`config.mk`:
```
export PLATFORM = sky130hd
export DESIGN_NAME = alu_arbiter
export DESIGN_NICKNAME = d
export VERILOG_FILES = /design/src/rtl/alu_arbiter.sv
export SDC_FILE = /design/constraint.sdc
export NUM_CORES = 1
export LEC_CHECK = 0
export CORE_MARGIN = 4
export CORE_UTILIZATION = 37
export DETAILED_ROUTE_END_ITERATION = 6
export GPL_TIMING_DRIVEN = 0
export PLACE_DENSITY = 0.78
export SLEW_MARGIN = 30
export SYNTH_ARGS = -nofsm -noshare
export SYNTH_HDL_FRONTEND = slang
export SYNTH_SLANG_ARGS = --single-unit
```
`constraint.sdc`:
```
create_clock -name clk -period 3.5 [get_ports clk]
set_clock_uncertainty 0.15 [all_clocks]
set_input_delay 0.35 -clock clk [delete_from_list [all_inputs] [get_ports clk]]
set_output_delay 0.35 -clock clk [all_outputs]
set_load 0.01 [all_outputs]
```
`src/rtl/alu_arbiter.sv`:
```
// alu_arbiter: round-robin sharing of one ALU between two clients (req/ack/done handshake, registered alu_* drive, captured res_*)
module alu_arbiter #(
  parameter int W = 16,
  parameter int ALU_LAT = 1
) (
  input  logic           clk,
  input  logic           rst,
  input  logic           req0,
  input  logic           req1,
  input  logic [W-1:0]   a0,
  input  logic [W-1:0]   b0,
  input  logic [W-1:0]   c0,
  input  logic [3:0]     s0,
  input  logic [W-1:0]   a1,
  input  logic [W-1:0]   b1,
  input  logic [W-1:0]   c1,
  input  logic [3:0]     s1,
  output logic           ack0,
  output logic           ack1,
  output logic           done0,
  output logic           done1,
  output logic [W-1:0]   res_d,
  output logic [2*W-1:0] res_e,
  output logic           err,
  output logic           busy,
  output logic [W-1:0]   alu_a,
  output logic [W-1:0]   alu_b,
  output logic [W-1:0]   alu_c,
  output logic [3:0]     alu_s,
  input  logic [W-1:0]   alu_d,
  input  logic [2*W-1:0] alu_e
);
  typedef enum logic [1:0] {IDLE, EXEC, DONE} state_t;
  state_t state_q, state_d;
  logic [3:0] cnt_q, cnt_d, alu_s_q, alu_s_d;
  logic last_q, last_d, win_q, win_d, ill_q, ill_d;
  logic ack0_q, ack0_d, ack1_q, ack1_d, done0_q, done0_d, done1_q, done1_d, err_q, err_d;
  logic [W-1:0] alu_a_q, alu_a_d, alu_b_q, alu_b_d, alu_c_q, alu_c_d, res_d_q, res_d_d;
  logic [2*W-1:0] res_e_q, res_e_d;
  logic g1, ill;
  logic [3:0] s_w;
  assign g1 = req1 & (~req0 | ~last_q);
  assign s_w = g1 ? s1 : s0;
  assign ill = s_w[3:1] == 3'b110;
  always_comb begin
    state_d = state_q;
    cnt_d = cnt_q;
    last_d = last_q;
    win_d = win_q;
    ill_d = ill_q;
    alu_a_d = alu_a_q;
    alu_b_d = alu_b_q;
    alu_c_d = alu_c_q;
    alu_s_d = alu_s_q;
    res_d_d = res_d_q;
    res_e_d = res_e_q;
    ack0_d = 1'b0;
    ack1_d = 1'b0;
    done0_d = 1'b0;
    done1_d = 1'b0;
    err_d = 1'b0;
    case (state_q)
      IDLE: if (req0 | req1) begin
        win_d = g1;
        last_d = g1;
        ack0_d = ~g1;
        ack1_d = g1;
        ill_d = ill;
        state_d = ill ? DONE : EXEC;
        cnt_d = 4'(ALU_LAT - 1);
        alu_a_d = ill ? alu_a_q : (g1 ? a1 : a0);
        alu_b_d = ill ? alu_b_q : (g1 ? b1 : b0);
        alu_c_d = ill ? alu_c_q : (g1 ? c1 : c0);
        alu_s_d = ill ? alu_s_q : s_w;
      end
      EXEC: if (cnt_q == 4'd0) begin
        res_d_d = alu_d;
        res_e_d = alu_e;
        done0_d = ~win_q;
        done1_d = win_q;
        state_d = DONE;
      end else begin
        cnt_d = cnt_q - 4'd1;
      end
      DONE: if (ill_q) begin
        ill_d = 1'b0;
        res_d_d = '0;
        res_e_d = '0;
        done0_d = ~win_q;
        done1_d = win_q;
        err_d = 1'b1;
      end else begin
        state_d = IDLE;
      end
      default: state_d = IDLE;
    endcase
  end
  always_ff @(posedge clk or posedge rst) begin
    if (rst) begin
      state_q <= IDLE;
      cnt_q <= '0;
      last_q <= 1'b1;
      win_q <= 1'b0;
      ill_q <= 1'b0;
      alu_a_q <= '0;
      alu_b_q <= '0;
      alu_c_q <= '0;
      alu_s_q <= '0;
      res_d_q <= '0;
      res_e_q <= '0;
      ack0_q <= 1'b0;
      ack1_q <= 1'b0;
      done0_q <= 1'b0;
      done1_q <= 1'b0;
      err_q <= 1'b0;
    end else begin
      state_q <= state_d;
      cnt_q <= cnt_d;
      last_q <= last_d;
      win_q <= win_d;
      ill_q <= ill_d;
      alu_a_q <= alu_a_d;
      alu_b_q <= alu_b_d;
      alu_c_q <= alu_c_d;
      alu_s_q <= alu_s_d;
      res_d_q <= res_d_d;
      res_e_q <= res_e_d;
      ack0_q <= ack0_d;
      ack1_q <= ack1_d;
      done0_q <= done0_d;
      done1_q <= done1_d;
      err_q <= err_d;
    end
  end
  assign ack0 = ack0_q;
  assign ack1 = ack1_q;
  assign done0 = done0_q;
  assign done1 = done1_q;
  assign err = err_q;
  assign busy = state_q != IDLE;
  assign res_d = res_d_q;
  assign res_e = res_e_q;
  assign alu_a = alu_a_q;
  assign alu_b = alu_b_q;
  assign alu_c = alu_c_q;
  assign alu_s = alu_s_q;
endmodule

```
==> results of run 1 <==
final timing paths:
path	startpoint	end	slack, ns
setup / recovery	state_q[0]	busy	1.14
hold / removal	rst	alu_b[14]	0.14
setup reg to reg	cnt_q[0]	res_e[21]	1.17
hold reg to reg	win_q	done0	0.28
max in group asynchronous	rst	last_q	2.14
min in group clk	win_q	done0	0.28
cells by family (layout without fill, tap and decap cells):
| logic type | after synthesis | after routing |
|---|---|---|
| mux | 53 | 53 |
| compound gates | 169 | 169 |
| flops | 114 | 114 |
| fa+ha+maj | 5 | 5 |
| simple gates | 123 | 123 |
| buf+inv | 47 | 343 |
critical path: stages (launching register included):
cell and delay (ns):
dfrtp_1 0.37, inv_1 0.07, ha_1 0.26, inv_1 0.17, clkdlybuf4s50_1 0.58
stage by stage:
step                      area [um2]   util
after floorplan                 5210      -
after global placement          8050  0.582
after detailed placement        8130  0.588
after CTS                       8700  0.629
after global routing            8700  0.629
final                           8700  0.629
metal layers:
layer	GRT usage	part of all wire	up-vias
met5	0	0	-
met4	0.0694	0.018	0
met3	0.0817	0.10	29
met2	0.357	0.50	243
met1	0.233	0.38	2306
li1	-	-	2336
state kept, by name, summed over array words and instances (netlist names):
name	cells
alu_a	16
res_e	32
done1	1
err	1
ack1	1
ill_q	1
state_q	2
alu_c	16
ack0	1
last_q	1
cnt_q	4
done0	1
alu_b	16
win_q	1
alu_s	4
res_d	16
cells in the mapped netlist, types with 3 or more instances:
cell type / count / area [um2]
inv_1: 9 / 33.8
mux2i_1: 51 / 510
o21ai_1: 13 / 65.1
ha_1: 5 / 62.6
buf_2: 12 / 60.1
a22o_1: 5 / 43.8
o22ai_1: 3 / 18.8
o21ai_0: 136 / 681
a21oi_1: 3 / 15.0
buf_6: 5 / 56.3
nand2b_1: 50 / 313
nand3b_1: 3 / 22.5
dfrtp_1: 113 / 2830
nor2_1: 9 / 33.8
clkbuf_1: 20 / 75.1
nand2_1: 57 / 214
a2bb2oi_1: 3 / 26.3
area by class of cell:
| class | count | area [um2] |
|---|---|---|
| repair buffers | 265 | 2700 |
| inverters | 9 | 37.5 |
| clock inverters | 11 | 113 |
| multi-input cells | 350 | 2120 |
| clock buffers | 20 | 457 |
| fillers | 1091 | 5120 |
| flip-flops and latches | 114 | 2850 |
| well taps | 180 | 225 |
| plain buffers | 38 | 199 |
power by group through the flow:
| stage | Combinational (W) | Clock [W] | Sequential, W |
|---|---|---|---|
| after global routing | 0.00379 | 0.00174 | 0.00236 |
| after CTS | 0.00351 | 0.00168 | 0.00229 |
| after floorplan | 0.00139 | 0 | 0.00252 |
| after detailed placement | 0.00350 | 0 | 0.00230 |
| after global placement | 0.00337 | 0 | 0.00227 |
| final | 0.00347 | 0.00164 | 0.00229 |
==> metrics.csv, run 1 <==
stage;metric;value;unit
run_status;status;finished clean;
placed_design;dpl cells;956;
synth;Synth Flop Type;dfrtp_1;
clock_network;TritonCTS Buffers;17;
clock_network;PostCTS Resize Cnt;0;
power;total power divided by cell area;850;nW/um2
clock_network;clock latency on the worst-skew pair;0.41;ns
power;Clock power frac;0.222;
synth;Syn Inst Count;511;
timing;fin. max-slew vios;0;
synth;simple-gate area share of the yosys netlist;0.118;
setup_path;CP required;3.00;ns
timing;Tightest Pin Transition;0.732;ns
power;Internal Power;0.00481;W
synth;xor/xnor share of the synthesized area;0;
synth;Yosys cell types;31;
floorplan;Ports;262;
floorplan;core area;13800;um2
timing;Max Clk Rate;0.425;GHz
clock_network;Post-CTS Hold Buffers;0;
global_route;global-route wire length before repair;26.1;mm
final_layout;most frequent cells in the layout;261 x clkdlybuf4s50_1, 136 x o21ai_0, 113 x dfrtp_1;
timing;setup violators final;0;
synth;syn nets;672;
final_layout;Total Nets Final;956;
setup_path;Worst EP arrival;1.86;ns
synth;Avg Cell Area, Syn;10.2;um2
setup_path;Crit Path Category;register to output pin;
clock_network;Clock Path Buffers;2;
drt;drt first pass iters;6;
timing;Final Hold Viols;0;
timing;Final min period;2.36;ns
timing;Slew HR;0.508;
synth;Post-synth EDFFs;0;
timing;period utilization;0.673;
global_route;vias in the first global route;5154;
placed_design;DP Worst Slack;0.771;ns
drt;drt drc;0;
synth;Post-Syn Area;5200;um2
clock_network;H-tree lvl count;4;
synth;warnings from Yosys;0;
synth;largest family of logic cells by synthesized area;compound AO/OA/AOI/OAI gates;
final_layout;ANT cells;0;
power;Total Power;0.00740;W
placed_design;GP Congestion;0.909;
final_layout;commonest non-fill, non-tap cell in the layout;clkdlybuf4s50_1;
floorplan;Core Rows;43;
clock_network;CTS tree;built;
setup_path;Setup crit start kind;register;
drt;mean number of vias per cell;4.98;
final_layout;Synth-to-Final Area Change;67.2;%
synth;Seq/Total Area, Yosys;0.548;
placed_design;hpwl dp;13.3;mm
synth;register bit total from synthesis;114;
power;worst IR drop on VDD;0.000344;V
timing;TNS Setup;0;ns
global_route;total track usage;0.206;
setup_path;endpoint type of the worst setup path;output pin;
setup_path;crit-path max FO;6;
timing;setup ws final;1.14;ns
floorplan;chip height;127;um
power;Sw Ratio;0.350;
power;Psw;0.00259;W
final_layout;final non-filler cell total;987;
floorplan;die area;16000;um2
drt;final WL;16.6;mm
placed_design;Port Buf Inserts;261;
synth;post-synthesis compound-gate area fraction;0.173;
power;Flop pwr share;0.309;
drt;Routed WL per cell;16.8;um
synth;mux contribution to synthesized area;0.105;
timing;RSZ-0062 raised after global routing;false;
floorplan;die width;127;um
synth;FFs w/ async S/R, synth;1.00;
clock_network;Root Driver;clkbuf_16;
global_route;largest net degree at the start of global routing;32;
global_route;initial antenna violation count;0;
clock_network;clock transition at the registers of the reported paths;0.05;ns
drt;Routed Antenna Nets;0;
clock_network;Setup Buffers After CTS;0;
drt;Iteration-0 DRC Markers;232;
final_layout;ratio of cells with drive above 1 in the final layout;0.0706;
min_path;HP Class;input port to asynchronous set/reset pin;
timing;Hold WS;0.137;ns
power;Leak Pwr;3.83;nW
clock_network;Clock Sinks;114;
synth;Post-Synth Adder-Cell Area;0.0120;
global_route;gr ovfl total;0;
power;Gate power share;0.469;
flow_run;max_cap viols;0;
floorplan;Initial Utilization;0.376;
drt;vias post-DR;4914;
setup_path;R2R depth;9;
Note: power is estimated with default switching activity, not from simulation.
==> inputs of run 2 (changes only) <==
- clock period: 3.5 -> 2.1 ns (I/O delays scaled with it)
==> run 2 against run 1 <==
  * Largest cell class unchanged
  * Routed wire length up 1.2%
  * Setup slack worse by 1.1 ns
  * Die area unchanged
  * Sequential cell count unchanged
  * Critical path type is now register to register
  * Critical path depth up 4
  * Highest routed layer unchanged
==> metrics.csv, run 2 (same netlist as run 1, synthesis figures left out) <==
stage;metric;value;unit;change
floorplan;Core Rows;43;;unchanged
clock_network;H-tree lvl count;4;;unchanged
setup_path;Setup crit start kind;register;;unchanged
final_layout;Reg area;2850;um2;unchanged
global_route;largest net degree at the start of global routing;32;;unchanged
power;Gate power share;0.476;;was 0.469
power;Psw;0.00436;W;was 0.00259 W
setup_path;CP required;2.22;ns;was 3.00 ns
power;Flop pwr share;0.306;;was 0.309
setup_path;endpoint type of the worst setup path;register;;was output pin
drt;Routed Antenna Nets;0;;unchanged
global_route;gr ovfl total;0;;unchanged
timing;Tightest Pin Transition;0.442;ns;was 0.732 ns
global_route;vias in the first global route;5167;;was 5154
drt;vias post-DR;4934;;was 4914
clock_network;clock latency on the worst-skew pair;0.41;ns;about the same
final_layout;Total Nets Final;962;;was 956
timing;setup violators final;0;;unchanged
final_layout;commonest non-fill, non-tap cell in the layout;clkdlybuf4s50_1;;unchanged
power;worst IR drop on VDD;0.000582;V;was 0.000344 V
timing;setup ws final;0.0642;ns;was 1.14 ns
floorplan;die width;127;um;unchanged
clock_network;TritonCTS Buffers;17;;unchanged
timing;Final min period;2.04;ns;
power;Total Power;0.0125;W;was 0.00740 W
global_route;initial antenna violation count;0;;unchanged
placed_design;Port Buf Inserts;261;;unchanged
global_route;total track usage;0.207;;was 0.206
drt;Iteration-0 DRC Markers;213;;was 232
placed_design;DP Worst Slack;-0.489;ns;was 0.771 ns
flow_run;max_cap viols;0;;unchanged
drt;final WL;16.8;mm;was 16.6 mm
final_layout;post-layout util;0.638;;was 0.629
power;Leak Pwr;3.89;nW;was 3.83 nW
power;Clock power frac;0.219;;was 0.222
clock_network;Clock Sinks;114;;unchanged
drt;drt drc;0;;unchanged
floorplan;chip height;127;um;unchanged
drt;drt first pass iters;4;;was 6
timing;fin. max-slew vios;0;;unchanged
timing;Max Clk Rate;0.491;GHz;
final_layout;Fill cells;1088;;was 1091
min_path;HP Class;input port to register;;was input port to asynchronous set/reset pin
power;Internal Power;0.00814;W;was 0.00481 W
timing;RSZ-0062 raised after global routing;true;;was false
floorplan;core area;13800;um2;unchanged
power;total power divided by cell area;1420;nW/um2;was 850 nW/um2
drt;mean number of vias per cell;4.97;;was 4.98
run_status;status;finished clean;;unchanged
power;Sw Ratio;0.349;;was 0.350
final_layout;ratio of cells with drive above 1 in the final layout;0.0947;;was 0.0706
floorplan;die area;16000;um2;unchanged
final_layout;most frequent cells in the layout;260 x clkdlybuf4s50_1, 131 x o21ai_0, 113 x dfrtp_1;;was 261 x clkdlybuf4s50_1, 136 x o21ai_0, 113 x dfrtp_1
timing;Slew HR;0.703;;was 0.508
placed_design;dpl cells;956;;unchanged
placed_design;hpwl dp;13.3;mm;unchanged
final_layout;area of the multi-input gates;2150;um2;was 2120 um2
final_layout;max reg flops;32;;unchanged
clock_network;Root Driver;clkbuf_16;;unchanged
placed_design;GP Congestion;0.909;;unchanged
final_layout;final non-filler cell total;993;;was 987
setup_path;Worst EP arrival;2.15;ns;was 1.86 ns
clock_network;clock transition at the registers of the reported paths;0.05;ns;about the same
floorplan;Ports;262;;unchanged
timing;Final Hold Viols;0;;unchanged
final_layout;ANT cells;0;;unchanged
setup_path;Crit Path Category;register to register;;was register to output pin
floorplan;Initial Utilization;0.376;;unchanged
final_layout;Synth-to-Final Area Change;69.6;%;was 67.2%
clock_network;Clock Path Buffers;2;;unchanged
drt;Routed WL per cell;16.9;um;was 16.8 um
setup_path;crit-path max FO;10;;was 6
timing;period utilization;0.969;;
global_route;global-route wire length before repair;26.2;mm;was 26.1 mm
clock_network;CTS tree;built;;unchanged
-- run 2: cell count changes in the layout (fill, tap and decap cells not counted), moves of 3 or more --
cell | previous run | this run
buf_4 | 1 | 9
buf_2 | 12 | 6
clkbuf_1 | 21 | 15
o21ai_0 | 136 | 131
clkbuf_4 | 0 | 4
o21ai_1 | 13 | 17
clkbuf_2 | 0 | 3
-- run 2: repair_timing --
item / CTS / global route
endpoints found under the setup margin: 99 / 92
hold buffers: 1 / 0
buffers inserted: 2 / 4
endpoints found under the hold margin: 11 / 0
pin swaps: 1 / 0
resized for setup: 10 / 34
-- run 2: power groups by stage --
stage                     clock [W]  sequential [W]  combinational [W]
after CTS                   0.00279         0.00382            0.00592
final                       0.00273         0.00382            0.00595
after floorplan                   0         0.00419            0.00232
after global routing        0.00290         0.00393            0.00647
after detailed placement          0         0.00383            0.00583
after global placement            0         0.00378            0.00561
-- run 2: cell type report --
cell class,count,area share
well taps,180,0.0255
plain buffers,37,0.0265
repair buffers,272,0.312
flip-flops and latches,114,0.323
multi-input cells,350,0.243
inverters,9,0.00425
clock inverters,11,0.0128
clock buffers,20,0.0517
-- run 2: final timing paths --
kind | start | endpoint | slack, ns | cells past startpoint
max in group asynchronous | rst | last_q | 0.33 | 6
min in group asynchronous | rst | alu_b[14] | 0.54 | 3
max reg2reg | cnt_q[0] | res_d[6] | 0.06 | 8
max | cnt_q[0] | res_d[6] | 0.06 | 8
min | alu_d[1] | res_d[1] | 0.22 | 3
min reg2reg | win_q | done0 | 0.28 | 1
-- run 2: worst max-delay path, stage by stage, from the launching register on --
cell	delay (ns)
dfrtp_1	0.39
inv_2	0.08
ha_1	0.16
or3b_4	0.39
a22o_4	0.29
buf_6	0.15
buf_6	0.14
nand2_1	0.07
o21ai_0	0.08
-- run 2: layer usage --
metal | vias to the layer above | part of all wire | global-route usage
met2 | 231 | 0.49 | 0.358
met3 | 32 | 0.10 | 0.0817
li1 | 2347 | - | -
met4 | 0 | 0.020 | 0.0694
met5 | - | 0 | 0
met1 | 2324 | 0.38 | 0.234
-- run 2: per-stage QoR --
stage	setup TNS [ns]	instance area, um2	hold slack [ns]
after floorplan	0	5210	0.194
after global placement	-103.58	8050	0.268
after detailed placement	-30.63	8130	0.271
after CTS	0	8750	0.198
after global routing	-0.0989	8830	0.211
final	0	8830	0.216
==> inputs of run 3 (changes only) <==
- ABC_CLOCK_PERIOD_IN_PS: default -> 2100
- RECOVER_POWER: default -> 25
- SKIP_CTS_REPAIR_TIMING: default -> 1
==> run 3 against run 2 <==
  * Combinational power rose by 2%
  * Global-route usage is 0.081 points lower
  * Setup slack about the same
  * Sequential cell count stayed put
  * Power up 0.77%
  * Final area grew 0.20%
  * Largest cell class unchanged
==> metrics.csv, run 3 (same netlist as run 1, synthesis figures left out) <==
stage;metric;value;unit;change
run_status;status;finished clean;;unchanged
final_layout;final non-filler cell total;994;;was 993
drt;vias post-DR;4952;;was 4934
setup_path;Crit Reg-Reg Startpoint;cnt_q[0];;unchanged
setup_path;Setup crit start;cnt_q[0];;unchanged
clock_network;H-tree lvl count;4;;unchanged
floorplan;Initial Utilization;0.376;;unchanged
timing;Slew HR;0.572;;was 0.703
timing;fin. max-slew vios;0;;unchanged
min_path;HP Class;input port to register;;unchanged
clock_network;CTS tree;built;;unchanged
final_layout;Synth-to-Final Area Change;69.9;%;was 69.6%
drt;Routed WL per cell;16.9;um;about the same
clock_network;clock transition at the registers of the reported paths;0.05;ns;about the same
setup_path;Setup crit start kind;register;;unchanged
final_layout;most frequent cells in the layout;260 x clkdlybuf4s50_1, 127 x o21ai_0, 113 x dfrtp_1;;was 260 x clkdlybuf4s50_1, 131 x o21ai_0, 113 x dfrtp_1
final_layout;ANT cells;0;;unchanged
global_route;largest net degree at the start of global routing;32;;unchanged
setup_path;CP required;2.22;ns;about the same
floorplan;die area;16000;um2;unchanged
drt;drt drc;0;;unchanged
setup_path;crit-path max FO;10;;unchanged
timing;Final Hold Viols;0;;unchanged
floorplan;Ports;262;;unchanged
setup_path;Worst EP arrival;2.15;ns;about the same
placed_design;DP Worst Slack;-0.489;ns;unchanged
drt;drt first pass iters;4;;unchanged
final_layout;ratio of cells with drive above 1 in the final layout;0.0995;;was 0.0947
timing;setup violators final;0;;unchanged
power;total power divided by cell area;1420;nW/um2;about the same
timing;Hold WS;0.217;ns;was 0.216 ns
timing;Max Clk Rate;0.491;GHz;about the same
setup_path;r2r setup slk;0.06;ns;about the same
clock_network;Root Driver;clkbuf_16;;unchanged
clock_network;Clock Sinks;114;;unchanged
global_route;vias in the first global route;5154;;was 5167
timing;Tightest Pin Transition;0.638;ns;was 0.442 ns
timing;Final min period;2.04;ns;about the same
setup_path;Reg-to-Reg End;res_d[6];;unchanged
global_route;gr ovfl total;0;;unchanged
timing;setup ws final;0.0645;ns;was 0.0642 ns
final_layout;fin area;8840;um2;was 8830 um2
setup_path;R2R depth;8;;unchanged
power;worst IR drop on VDD;0.000579;V;was 0.000582 V
floorplan;Core Rows;43;;unchanged
floorplan;core area;13800;um2;unchanged
timing;RSZ-0062 raised after global routing;true;;unchanged
placed_design;DP Area;8130;um2;unchanged
floorplan;chip height;127;um;unchanged
drt;Iteration-0 DRC Markers;248;;was 213
global_route;global-route wire length before repair;26.1;mm;was 26.2 mm
final_layout;commonest non-fill, non-tap cell in the layout;clkdlybuf4s50_1;;unchanged
placed_design;Port Buf Inserts;261;;unchanged
global_route;initial antenna violation count;0;;unchanged
final_layout;Total Nets Final;963;;was 962
placed_design;hpwl dp;13.3;mm;unchanged
clock_network;clock latency on the worst-skew pair;0.41;ns;about the same
placed_design;dpl cells;956;;unchanged
setup_path;endpoint type of the worst setup path;register;;unchanged
clock_network;TritonCTS Buffers;17;;unchanged
drt;mean number of vias per cell;4.98;;was 4.97
setup_path;Critical Path End;res_d[6];;unchanged
power;Leak Pwr;3.91;nW;was 3.89 nW
min_path;min-delay src;alu_d[1];;unchanged
placed_design;GP Congestion;0.909;;unchanged
final_layout;max reg flops;32;;unchanged
setup_path;Crit Path Category;register to register;;unchanged
timing;period utilization;0.969;;about the same
final_layout;post-layout util;0.640;;was 0.638
global_route;total track usage;0.206;;was 0.207
floorplan;die width;127;um;unchanged
drt;final WL;16.8;mm;about the same
clock_network;Clock Path Buffers;2;;unchanged
drt;Routed Antenna Nets;0;;unchanged
flow_run;max_cap viols;0;;unchanged
run 3: changes by cell type in the layout (fill, tap and decap cells not counted), sizes merged:
cell,delta
buf,+2
dlygate4sd2,-1
dlymetal6s2s,+1
clkbuf,-1
run 3: cell type report:
class | instances | area [um2]
multi-input cells | 350 | 2150
well taps | 180 | 225
clock inverters | 11 | 113
fillers | 1082 | 4980
flip-flops and latches | 114 | 2850
plain buffers | 36 | 231
inverters | 9 | 35.0
clock buffers | 20 | 457
repair buffers | 274 | 2780
run 3: worst min path at each step:
stage                            to  slack, ns  depth (start not counted)
after global placement        done0       0.27                          1
after global routing      res_e[28]       0.21                          3
after floorplan            alu_s[2]       0.19                          2
after detailed placement      done0       0.27                          1
final                      res_d[1]       0.22                          3
after CTS                  alu_b[2]      -0.02                          2
run 3: layer usage:
layer / GRT usage / part of all wire
met4: 0.0694 / 0.020
met3: 0.0817 / 0.10
met1: 0.233 / 0.38
met2: 0.357 / 0.50
met5: 0 / 0
run 3: worst max-delay path, cell delays in order, from the launching register on:
cell and delay, ns:
dfrtp_1 0.39, inv_2 0.08, ha_2 0.17, or3b_4 0.38
a22o_4 0.29, buf_8 0.14, buf_6 0.13, nand2_1 0.07
o21ai_0 0.08
run 3: power breakdown:
part | switching [W] | internal, W
registers | 0.000570 | 0.00325
logic | 0.00285 | 0.00319
clock network | 0.000955 | 0.00178
run 3: metrics by stage:
stage                     total power, W  TNS, ns
after floorplan                  0.00651        0
after global placement           0.00939  -103.58
after detailed placement         0.00966   -30.63
after CTS                         0.0125   -16.79
after global routing              0.0134  -0.0727
final                             0.0126        0
==> variant, RTL diff (settings of run 3) <==
Reset style: synchronous (`rst`), changed in one clocked block.
--- a/src/rtl/alu_arbiter.sv
+++ b/src/rtl/alu_arbiter.sv
@@ -95,7 +95,7 @@
       default: state_d = IDLE;
     endcase
   end
-  always_ff @(posedge clk or posedge rst) begin
+  always_ff @(posedge clk) begin
     if (rst) begin
       state_q <= IDLE;
       cnt_q <= '0;
Formal check against the unedited RTL: differs if rst is asserted again (counterexample within 4 cycles, from zero or initial values and one cycle with rst high); with rst held inactive, the same outputs for 10 cycles.
==> variant against run 3 <==
Final cell count up 0.60%; area after synthesis down 5.0%; highest routed layer unchanged; routed wire length up 1.3%; critical path depth up 1; largest cell class unchanged; sequential cell count unchanged; cell area down 3.9%; critical endpoint is now res_d[7]$_SDFFE_PP0P_; worst setup slack worse by 12 ps.
Power is not compared: it rests on default switching activity, and its combinational part moved more than twofold at a synthesized area within 25%.
==> variant: results (changes against run 3) <==
Placement
  • DP Wirelength: 13200 microns (-0.72%)
  • Port buffer count: 260 (-0.38%)
  • DP Cell Count: 964 (+0.84%)

Worst setup path
  • Max stage delay on crit path: 350 ps (-40 ps)

Synthesis
  • Synth Area in Compound Gates: 0.212 (+0.0393)
  • Ys flop type: dfxtp_1
  • Synth async-reset ratio: 0 (-1.00)
  • Post-synthesis sequential area ratio: 0.462 (-0.0867)
  • Adder-cell area share of the yosys netlist: 0.0127 (+0.000636)
  • Post-synth top cells: dfxtp_1 (114), a21oi_1 (107), mux2i_1 (54)
  • Syn nets: 693 (+3.1%)
  • Area contributors post-synth: dfxtp_1 (46%), mux2i_1 (11%), a21oi_1 (11%)

Power and ir drop
  • Final Power: 8.53 mW

Status
  • Status: finished, final reports clean

Final layout
  • Non-filler cells, final: 1000 (+0.60%)
  • Fraction of layout cells with a size suffix above 1: 0.110 (+0.0107)
  • Final-stage net count: 975 (+1.2%)
  • Filler cell count in the final layout: 1035 (-4.3%)

GRT
  • First-pass GRT wire length: 25600 microns (-2.2%)
  • Initial antenna violation count: 2 (+2)
  • Met1 Use GR: 0.229 (-0.00347)
  • GRT met3 Usage: 0.0926 (+0.0110)
  • Via count of the first global-routing pass: 5271 (+2.3%)

STA
  • WHS: 147 ps (-69.7 ps)

Routing
  • DRT Pass-1 Iters: 5 (+1)
  • Via count: 5129 (+3.6%)
-- variant: changes by cell type after synthesis, moves of 7 or more --
cell,run 3,this run
nand2b_1,50,2
o21ai_1,13,1
a21oi_1,3,107
nand3b_1,3,50
a211oi_1,0,49
o21ai_0,136,7
clkbuf_1,20,27
dfrtp_1,113,0
dfxtp_1,0,114
-- variant: area by class of cell --
| class | instances | area (sq um) | area share |
|---|---|---|---|
| timing repair buffer | 266 | 2670 | 0.314 |
| clock inverter | 13 | 139 | 0.0163 |
| sequential | 114 | 2290 | 0.269 |
| tap | 172 | 215 | 0.0253 |
| clock buffer | 18 | 429 | 0.0505 |
| multi-input combinational | 360 | 2440 | 0.287 |
| inverter | 5 | 18.8 | 0.00221 |
| buffer | 50 | 300 | 0.0353 |
| antenna | 2 | 5.00 | 0.000589 |
-- variant: path summary, 6_finish.rpt --
check	start	endpoint	cells after the start
setup / recovery	cnt_q[0]$_SDFFE_PP0P_	res_d[7]$_SDFFE_PP0P_	9
hold reg to reg	res_d[5]$_SDFFE_PP0P_	res_d[5]$_SDFFE_PP0P_	2
hold / removal	rst	alu_s[1]$_SDFFE_PP0P_	3
setup reg to reg	cnt_q[0]$_SDFFE_PP0P_	res_d[7]$_SDFFE_PP0P_	9
-- variant: logic make-up (layout without fill, tap and decap cells) --
logic type | Yosys count | count (layout)
AND/OR/NAND/NOR | 125 | 125
AO/OA/AOI/OAI | 175 | 175
flip-flops | 114 | 114
buffers and inverters | 58 | 352
multiplexers | 55 | 55
other | 0 | 2
adder cells (fa/ha/maj) | 5 | 5
-- variant: per-layer routing --
metal,share of wire,up-vias,routed length (microns)
met2,0.49,233,8350
met5,0,-,0
met4,0.024,0,403
met1,0.38,2371,6410
met3,0.11,28,1860
li1,-,2497,-
